**config.mk**
```make
export PLATFORM = sky130hd
export DESIGN_NAME = bcd_display_scan
export DESIGN_NICKNAME = d
export VERILOG_FILES = /design/src/rtl/bcd_display_scan_pkg.sv /design/src/rtl/bcd_to_seg7.sv /design/src/rtl/bcd_display_scan.sv
export SDC_FILE = /design/constraint.sdc
export NUM_CORES = 1
export LEC_CHECK = 0
export CAP_MARGIN = 10
export CORE_UTILIZATION = 40
export CTS_BUF_LIST = sky130_fd_sc_hd__clkbuf_8
export CTS_CLUSTER_SIZE = 24
export DETAILED_ROUTE_END_ITERATION = 16
export PLACE_DENSITY = 0.72
export SLEW_MARGIN = 20
export SYNTH_ARGS = -nofsm -noshare
export SYNTH_HDL_FRONTEND = slang
export SYNTH_SLANG_ARGS = --single-unit
```
**constraint.sdc**
```tcl
create_clock -name clk -period 4.4 [get_ports clk]
set_input_delay 1.32 -clock clk [delete_from_list [all_inputs] [get_ports clk]]
set_output_delay 1.32 -clock clk [all_outputs]
set_load 0.02 [all_outputs]
```
**src/rtl/bcd_display_scan_pkg.sv**
```systemverilog
// Shared definitions for the two-digit BCD display scanner: FSM state encodings
// and the fixed segment patterns used for the "Er" indication and blanking.
package bcd_display_scan_pkg;

    typedef enum logic [1:0] {
        BLANK   = 2'd0,
        SCAN_LO = 2'd1,
        SCAN_HI = 2'd2
    } state_t;

    localparam logic [6:0] SEG_E   = 7'h79;
    localparam logic [6:0] SEG_R   = 7'h50;
    localparam logic [6:0] SEG_OFF = 7'h00;

endpackage

```
**src/rtl/bcd_to_seg7.sv**
```systemverilog
// Combinational BCD digit to active-high seven-segment decoder (seg[0]=a .. seg[6]=g).
// Codes above 9 decode to all-off; the caller substitutes the error pattern for those.
module bcd_to_seg7 (
    input  logic [3:0] i_bcd,
    output logic [6:0] o_seg
);

    always_comb begin
        o_seg = 7'h00;
        case (i_bcd)
            4'd0: o_seg = 7'h3F;
            4'd1: o_seg = 7'h06;
            4'd2: o_seg = 7'h5B;
            4'd3: o_seg = 7'h4F;
            4'd4: o_seg = 7'h66;
            4'd5: o_seg = 7'h6D;
            4'd6: o_seg = 7'h7D;
            4'd7: o_seg = 7'h07;
            4'd8: o_seg = 7'h7F;
            4'd9: o_seg = 7'h6F;
            default: o_seg = 7'h00;
        endcase
    end

endmodule

```
**src/rtl/bcd_display_scan.sv**
```systemverilog
// Two-digit multiplexed seven-segment driver: latches a BCD product/error on load and
// alternates units/tens every REFRESH_DIV cycles, showing "Er" for invalid products.
// Optional macro BCD_DISPLAY_LZB_EN blanks a leading-zero tens digit.
module bcd_display_scan
    import bcd_display_scan_pkg::*;
#(
    parameter int REFRESH_DIV = 50000
) (
    input  logic       clk,
    input  logic       rst,
    input  logic       load,
    input  logic [7:0] bcd_in,
    input  logic       err_in,
    output logic [6:0] seg,
    output logic [1:0] dig_en
);

    localparam int             DW       = (REFRESH_DIV > 1) ? $clog2(REFRESH_DIV) : 1;
    localparam logic [DW-1:0]  DIV_LAST = DW'(REFRESH_DIV - 1);

    state_t        r_state;
    state_t        w_state_nxt;
    logic [DW-1:0] r_div_cnt;
    logic [DW-1:0] w_div_nxt;
    logic [7:0]    r_val;
    logic          r_err;
    logic          w_eff_err;
    logic [3:0]    w_digit;
    logic [6:0]    w_dec_seg;

    always_ff @(posedge clk or posedge rst) begin
        if (rst) begin
            r_state   <= BLANK;
            r_div_cnt <= '0;
            r_val     <= 8'h00;
            r_err     <= 1'b0;
        end else begin
            r_state   <= w_state_nxt;
            r_div_cnt <= w_div_nxt;
            if (load) begin
                r_val <= bcd_in;
                r_err <= err_in;
            end
        end
    end

    assign w_eff_err = r_err | (r_val[7:4] > 4'd9) | (r_val[3:0] > 4'd9);
    assign w_digit   = (r_state == SCAN_HI) ? r_val[7:4] : r_val[3:0];

    bcd_to_seg7 u_dec (
        .i_bcd (w_digit),
        .o_seg (w_dec_seg)
    );

    // Outputs depend only on registers, so reset clears them without waiting for an edge.
    always_comb begin
        w_state_nxt = r_state;
        w_div_nxt   = r_div_cnt;
        seg         = SEG_OFF;
        dig_en      = 2'b00;
        case (r_state)
            BLANK: begin
                w_div_nxt = '0;
                if (load) begin
                    w_state_nxt = SCAN_LO;
                end
            end
            SCAN_LO: begin
                dig_en = 2'b01;
                seg    = w_eff_err ? SEG_R : w_dec_seg;
                if (r_div_cnt == DIV_LAST) begin
                    w_state_nxt = SCAN_HI;
                    w_div_nxt   = '0;
                end else begin
                    w_div_nxt = r_div_cnt + 1'b1;
                end
            end
            SCAN_HI: begin
                dig_en = 2'b10;
                if (w_eff_err) begin
                    seg = SEG_E;
                end else begin
`ifdef BCD_DISPLAY_LZB_EN
                    seg = (r_val[7:4] == 4'd0) ? SEG_OFF : w_dec_seg;
`else
                    seg = w_dec_seg;
`endif
                end
                if (r_div_cnt == DIV_LAST) begin
                    w_state_nxt = SCAN_LO;
                    w_div_nxt   = '0;
                end else begin
                    w_div_nxt = r_div_cnt + 1'b1;
                end
            end
            default: begin
                w_state_nxt = BLANK;
                w_div_nxt   = '0;
            end
        endcase
    end

endmodule

```
==> out/results.tsv, run 1 <==
metric	value	unit
status	finished, final reports clean	
power_density	359	nW/um2
ys_seq_elements	27	
postSynthCellCount	157	
path_buf_inv	3	
grt_first_pass_wirelength	5.79	mm
fp.dieH	64.8	um
place_congestion	0.943	
max-clock-path-buffers	2	
firstDrtPassIters	4	
mappedNetlistNets	178	
max_clock_freq	237	MHz
htreeDepth	1	
layout.nets	200	
gr-total-overflow	0	
timing.final.crit_share	95.8	%
ant_nets	0	
criticalPathCategory	reg -> out	
finalClockSkew	2.22	ps
grt_max_degree	28	
n_antenna_cell	0	
ys_types	39	
drive_gt1_share	14.0	%
design_area	1880	um2
ys.flop_type	dfrtp_1	
cp_slowest_cell	clkdlybuf4s50_1	
ys_warn_count	0	
worst_pin_slew	627	ps
cts_made_buffers	3	
synthArstFlopShare	100	%
yosysSeqAreaShare	42.8	%
postCtsHoldBufs	0	
crit_family	buffers and inverters	
cap_viol_max_count	0	
arrival	2900	ps
post_dp_cell_area	1820	um2
wl	3.33	mm
grt_pass1_vias	1286	
layout_min_cycle_time	4220	ps
path_max_fanout	5	
ir_drop	0.150	mV
avgViaCountPerCell	5.47	
post-place-ws	515	ps
clk_latency	270	ps
num_io_pins	21	
drtIter0Drc	67	
min_path_type	reg -> reg	
syn_area_per_cell	10.1	um2
maxSlewHeadroom	57.0	%
slew_violations	0	
synth_edf_count	0	
cts_root_buf	clkbuf_8	
coreArea	3720	um2
rows	22	
fin_setup_tns	0	ps
grt_util_all_layers	17.7	%
portBuffers	20	
max_stage_delay	530	ps
initial_core_util	42.5	%
area.growth.synth_to_final	19.2	%
crit_chain	inv_1, ha_1, mux2_2, inv_1, ha_1, nor2_1, or3_1, a211oi_1, nor2_1, clkdlybuf4s50_1	
whs	541	ps
p_leak	0.781	nW
crit_required	3080	ps
antenna_found_initial	0	
rsz0062_at_grt	no	
via_count	1237	
dieArea	4200	um2
netlist_area	1580	um2
cp-end-kind	primary output	
wl_per_cell	14.7	um
finalSetupViolations	0	
setup_ws	183	ps
hold_viol	0	
fill_cells	335	
clkTransAtPathRegs	90	ps
cts_tree	done	
drc	0	
dpl.hpwl	2.44	mm
cts_sinks	27	
dieWidth	64.8	um
start_kind	flip-flop	
## synthesized netlist by cell type (5+ instances only)
master | number | area [um2]
a21oi_1 | 9 | 45.0
mux2i_1 | 5 | 50.1
nand3_1 | 6 | 30.0
nand4_1 | 6 | 37.5
ha_1 | 9 | 113
nor2_1 | 18 | 67.6
xnor2_1 | 7 | 61.3
nand2_1 | 9 | 33.8
dfrtp_1 | 27 | 676
inv_1 | 8 | 30.0
mux2_2 | 10 | 113
xor2_1 | 6 | 52.6
## registers in the layout, summed over array words and instances, names as in the netlist
name,count
r_div_cnt,16
r_val,8
r_state,2
r_err,1
## repair_timing
action	CTS	global route
setup endpoints to repair	0	3
resized for setup	0	2
buffers inserted	0	0
## path summary, 6_finish.rpt
check / startpoint / to / slack, ps / cells past startpoint
worst max-delay path: r_state[0] / seg[3] / 180 / 10
worst max register to register: r_div_cnt[0] / r_div_cnt[5] / 2550 / 5
worst min register to register: r_err / r_err / 540 / 1
max in group asynchronous: rst / r_state[0] / 2630 / 2
worst min-delay path: r_err / r_err / 540 / 1
min in group asynchronous: rst / r_div_cnt[4] / 1410 / 2
## per-stage QoR
step           power (W)  cells  utilization (%)
2_1_floorplan   0.000458    157                -
3_5_place_dp    0.000532    222             49.1
6_report        0.000675    226             50.6
4_1_cts         0.000676    226             50.3
5_1_grt         0.000719    226             50.6
3_3_place_gp    0.000521    222             49.1
## layout by cell type, fill, tap and decap left out, types with 2 or more instances in the layout
cell / Yosys / layout
a211oi_1: 2 / 2
a21oi_1: 9 / 9
and3_1: 2 / 2
and3_2: 2 / 2
clkbuf_8: 0 / 3
clkdlybuf4s50_1: 0 / 20
dfrtp_1: 27 / 27
ha_1: 9 / 9
inv_1: 8 / 7
mux2_2: 10 / 10
mux2i_1: 5 / 4
nand2_1: 9 / 9
nand3_1: 6 / 6
nand4_1: 6 / 6
nor2_1: 18 / 18
nor3_1: 3 / 3
nor4_1: 2 / 2
o21ai_0: 2 / 2
or3_1: 3 / 3
xnor2_1: 7 / 7
xor2_1: 6 / 6
## kinds of logic after synthesis
group	Yosys count	share of synthesized area, %
compound gates	20	8.08
xor+xnor	13	7.21
fa+ha+maj	9	7.13
buf+inv	12	3.41
flops	27	42.8
mux	15	10.3
simple gates	61	21.1
## layout make-up
type                            instances  area (um2)  share of cell area (%)
Multi-Input combinational cell        118         862                    45.8
Clock inverter                          1        5.00                   0.266
Clock buffer                            3        41.3                    2.19
Sequential cell                        27         676                    35.9
Timing Repair Buffer                   21         208                    11.0
Tap cell                               48        60.1                    3.19
Inverter                                8        30.0                    1.60
## metal layers
| metal | global-route usage [%] | vias to the layer above | share of wire (%) |
|---|---|---|---|
| met4 | 10.3 | 0 | 2.6 |
| met2 | 27.7 | 49 | 48 |
| met1 | 23.7 | 586 | 44 |
| li1 | - | 592 | - |
| met5 | 0 | - | 0 |
| met3 | 1.58 | 10 | 5.6 |
## report_power, final
| part | total [W] | internal, W | switching (W) |
|---|---|---|---|
| combinational | 0.000231 | 0.0000992 | 0.000132 |
| clock | 0.000141 | 0.0000634 | 0.0000777 |
| sequential | 0.000303 | 0.000273 | 0.0000304 |
| total | 0.000675 | 0.000436 | 0.000240 |
(Power assumes the default switching activity.)
==> inputs of run 2 (changes only) <==
==> constraint.sdc (replaced) <==
create_clock -name clk -period 4.12 [get_ports clk]
set_input_delay 1.236 -clock clk [delete_from_list [all_inputs] [get_ports clk]]
set_output_delay 1.236 -clock clk [all_outputs]
set_load 0.02 [all_outputs]
==> run 2 against run 1 <==
Non-clock buffer count is the same. Core utilization rose by 0.20 points. Combinational power rose by 6%. Flip-flop and latch count stayed put. Worst hold slack worse by 25 ps. Clock power grew 6%. Clock skew about the same. Die area unchanged. Highest routed layer unchanged.
==> out/results.tsv, run 2 (same netlist as run 1, synthesis figures left out) <==
metric	value	unit	change
status	finished, final reports clean		
ff_latch_area	676	um2	unchanged
switching_share	35.4	%	-0.095 points
reg_top3	r_div_cnt: 16 flops, r_val: 8 flops, r_state: 2 flops		
final_common_cell	dfrtp_1		
pwr-share-clk	20.8	%	about the same
via_count	1256		+1.5%
p_leak	0.818	nW	+4.7%
finalClockSkew	2.10	ps	-0.127 ps
dieWidth	64.8	um	unchanged
ir_drop	0.180	mV	+20%
p_seq_share	45.0	%	about the same
power_density	381	nW/um2	+6.1%
layout.nets	200		unchanged
max_stage_delay	620	ps	+90 ps
ant_nets	0		unchanged
place_congestion	0.935		-0.90%
drc	0		unchanged
dieArea	4200	um2	unchanged
drtIter0Drc	69		+3.0%
max_clock_freq	253	MHz	
layout_min_cycle_time	3960	ps	
grt_util_all_layers	17.3	%	-0.40 points
initial_core_util	42.5	%	unchanged
cts_root_buf	clkbuf_8		
crit_required	2880	ps	-200 ps
critical_path_depth	10		unchanged
area.growth.synth_to_final	19.7	%	
num_io_pins	21		unchanged
top_register	r_div_cnt		
arrival	2720	ps	-180 ps
r2r_cells	5		unchanged
largest_reg_flops	16		unchanged
p_int	0.000464	W	+6.6%
p_sw	0.000255	W	+6.2%
cts_resized	1		+1
fp.dieH	64.8	um	unchanged
firstDrtPassIters	4		unchanged
worst_pin_slew	930	ps	+303 ps
min_path_type	reg -> reg		
dpl.hpwl	2.40	mm	-1.7%
postLayoutCoreUtil	50.8	%	+0.20 points
avgViaCountPerCell	5.56		+1.5%
drive_gt1_share	13.5	%	-0.56 points
slew_violations	0		unchanged
cp-end-kind	primary output		
wl_per_cell	14.1	um	-4.2%
crit_family	buffers and inverters		
clkTransAtPathRegs	90	ps	about the same
gr-total-overflow	0		unchanged
path_max_fanout	9		+4
n_antenna_cell	0		unchanged
max-clock-path-buffers	2		unchanged
holdPathStages	1		unchanged
cts_made_buffers	3		unchanged
cts_sinks	27		unchanged
fill_cells	311		-7.2%
combPwrFrac	34.2	%	about the same
wl	3.19	mm	-4.2%
maxSlewHeadroom	37.6	%	-19 points
path_buf_inv	4		+1
portBuffers	20		unchanged
cap_viol_max_count	0		unchanged
hold_viol	0		unchanged
grt_pass1_vias	1312		+2.0%
crit_chain	inv_1, ha_1, buf_4, mux2i_4, inv_1, ha_1, mux2i_1, nand2_1, a21oi_1, clkdlybuf4s50_1		
post-place-cells	222		unchanged
clk_latency	270	ps	about the same
antenna_found_initial	0		unchanged
grt_first_pass_wirelength	5.69	mm	-1.8%
htreeDepth	1		unchanged
coreArea	3720	um2	unchanged
finalSetupViolations	0		unchanged
grt_max_degree	28		unchanged
multi_input_area	866	um2	+0.44%
rows	22		unchanged
final_cell_mix	dfrtp_1, nor2_1, clkdlybuf4s50_1, mux2_2		
design_area	1890	um2	+0.40%
postCtsHoldBufs	0		unchanged
timing.final.crit_share	96.0	%	
total_power	0.000719	W	+6.5%
post_dp_cell_area	1820	um2	unchanged
start_kind	flip-flop		
cts_tree	done		
cp_slowest_cell	clkdlybuf4s50_1		
post_cts_buffers	0		unchanged
criticalPathCategory	reg -> out		
fin_cells	226		unchanged
==> run 2: cell types whose count changed in the layout (fill, tap and decap cells not counted) <==
| cell | change |
|---|---|
| dlymetal6s2s_1 | +2 |
| inv_2 | -1 |
| clkinv_1 | +1 |
| inv_1 | +1 |
| clkdlybuf4s50_1 | -2 |
| mux2i_1 | -1 |
| clkinv_2 | -1 |
| mux2i_2 | +1 |
==> run 2: final timing paths <==
check,endpoint,startpoint,slack [ps]
min in group asynchronous,r_val[5],rst,1350
worst min-delay path,r_err,r_err,520
worst max register to register,r_div_cnt[5],r_div_cnt[0],2250
worst min register to register,r_err,r_err,520
worst max-delay path,seg[6],r_state[0],160
max in group asynchronous,r_div_cnt[10],rst,2340
==> run 2: area by class of cell <==
| class | count | area share (%) |
|---|---|---|
| clock buffers | 3 | 2.19 |
| clock inverters | 1 | 0.199 |
| inverters | 8 | 1.59 |
| multi-input cells | 118 | 45.8 |
| flip-flops and latches | 27 | 35.8 |
| well taps | 48 | 3.18 |
| repair buffers | 21 | 11.3 |
==> run 2: metrics by stage <==
step	setup WS, ps	setup TNS (ps)	hold slack [ps]
CTS	28.9	0	523
detailed placement	269	0	504
global route	-27.0	-38.1	546
finish	164	0	516
floorplan	590	0	471
global placement	433	0	493
==> run 2: metal layers <==
layer  up-vias  part of all wire [%]  GRT usage (%)
met5         -                     0              0
met4         0                   2.4           8.06
met3         6                   3.2           1.41
met2        35                    48           28.3
met1       621                    46           23.1
li1        594                     -              -
==> run 2: power groups by stage <==
| stage | combinational, W | sequential, W | clock [W] |
|---|---|---|---|
| after detailed placement | 0.000244 | 0.000327 | 0 |
| after floorplan | 0.000171 | 0.000317 | 0 |
| final | 0.000246 | 0.000324 | 0.000149 |
| after global routing | 0.000270 | 0.000328 | 0.000163 |
| after global placement | 0.000231 | 0.000326 | 0 |
| after CTS | 0.000245 | 0.000323 | 0.000153 |
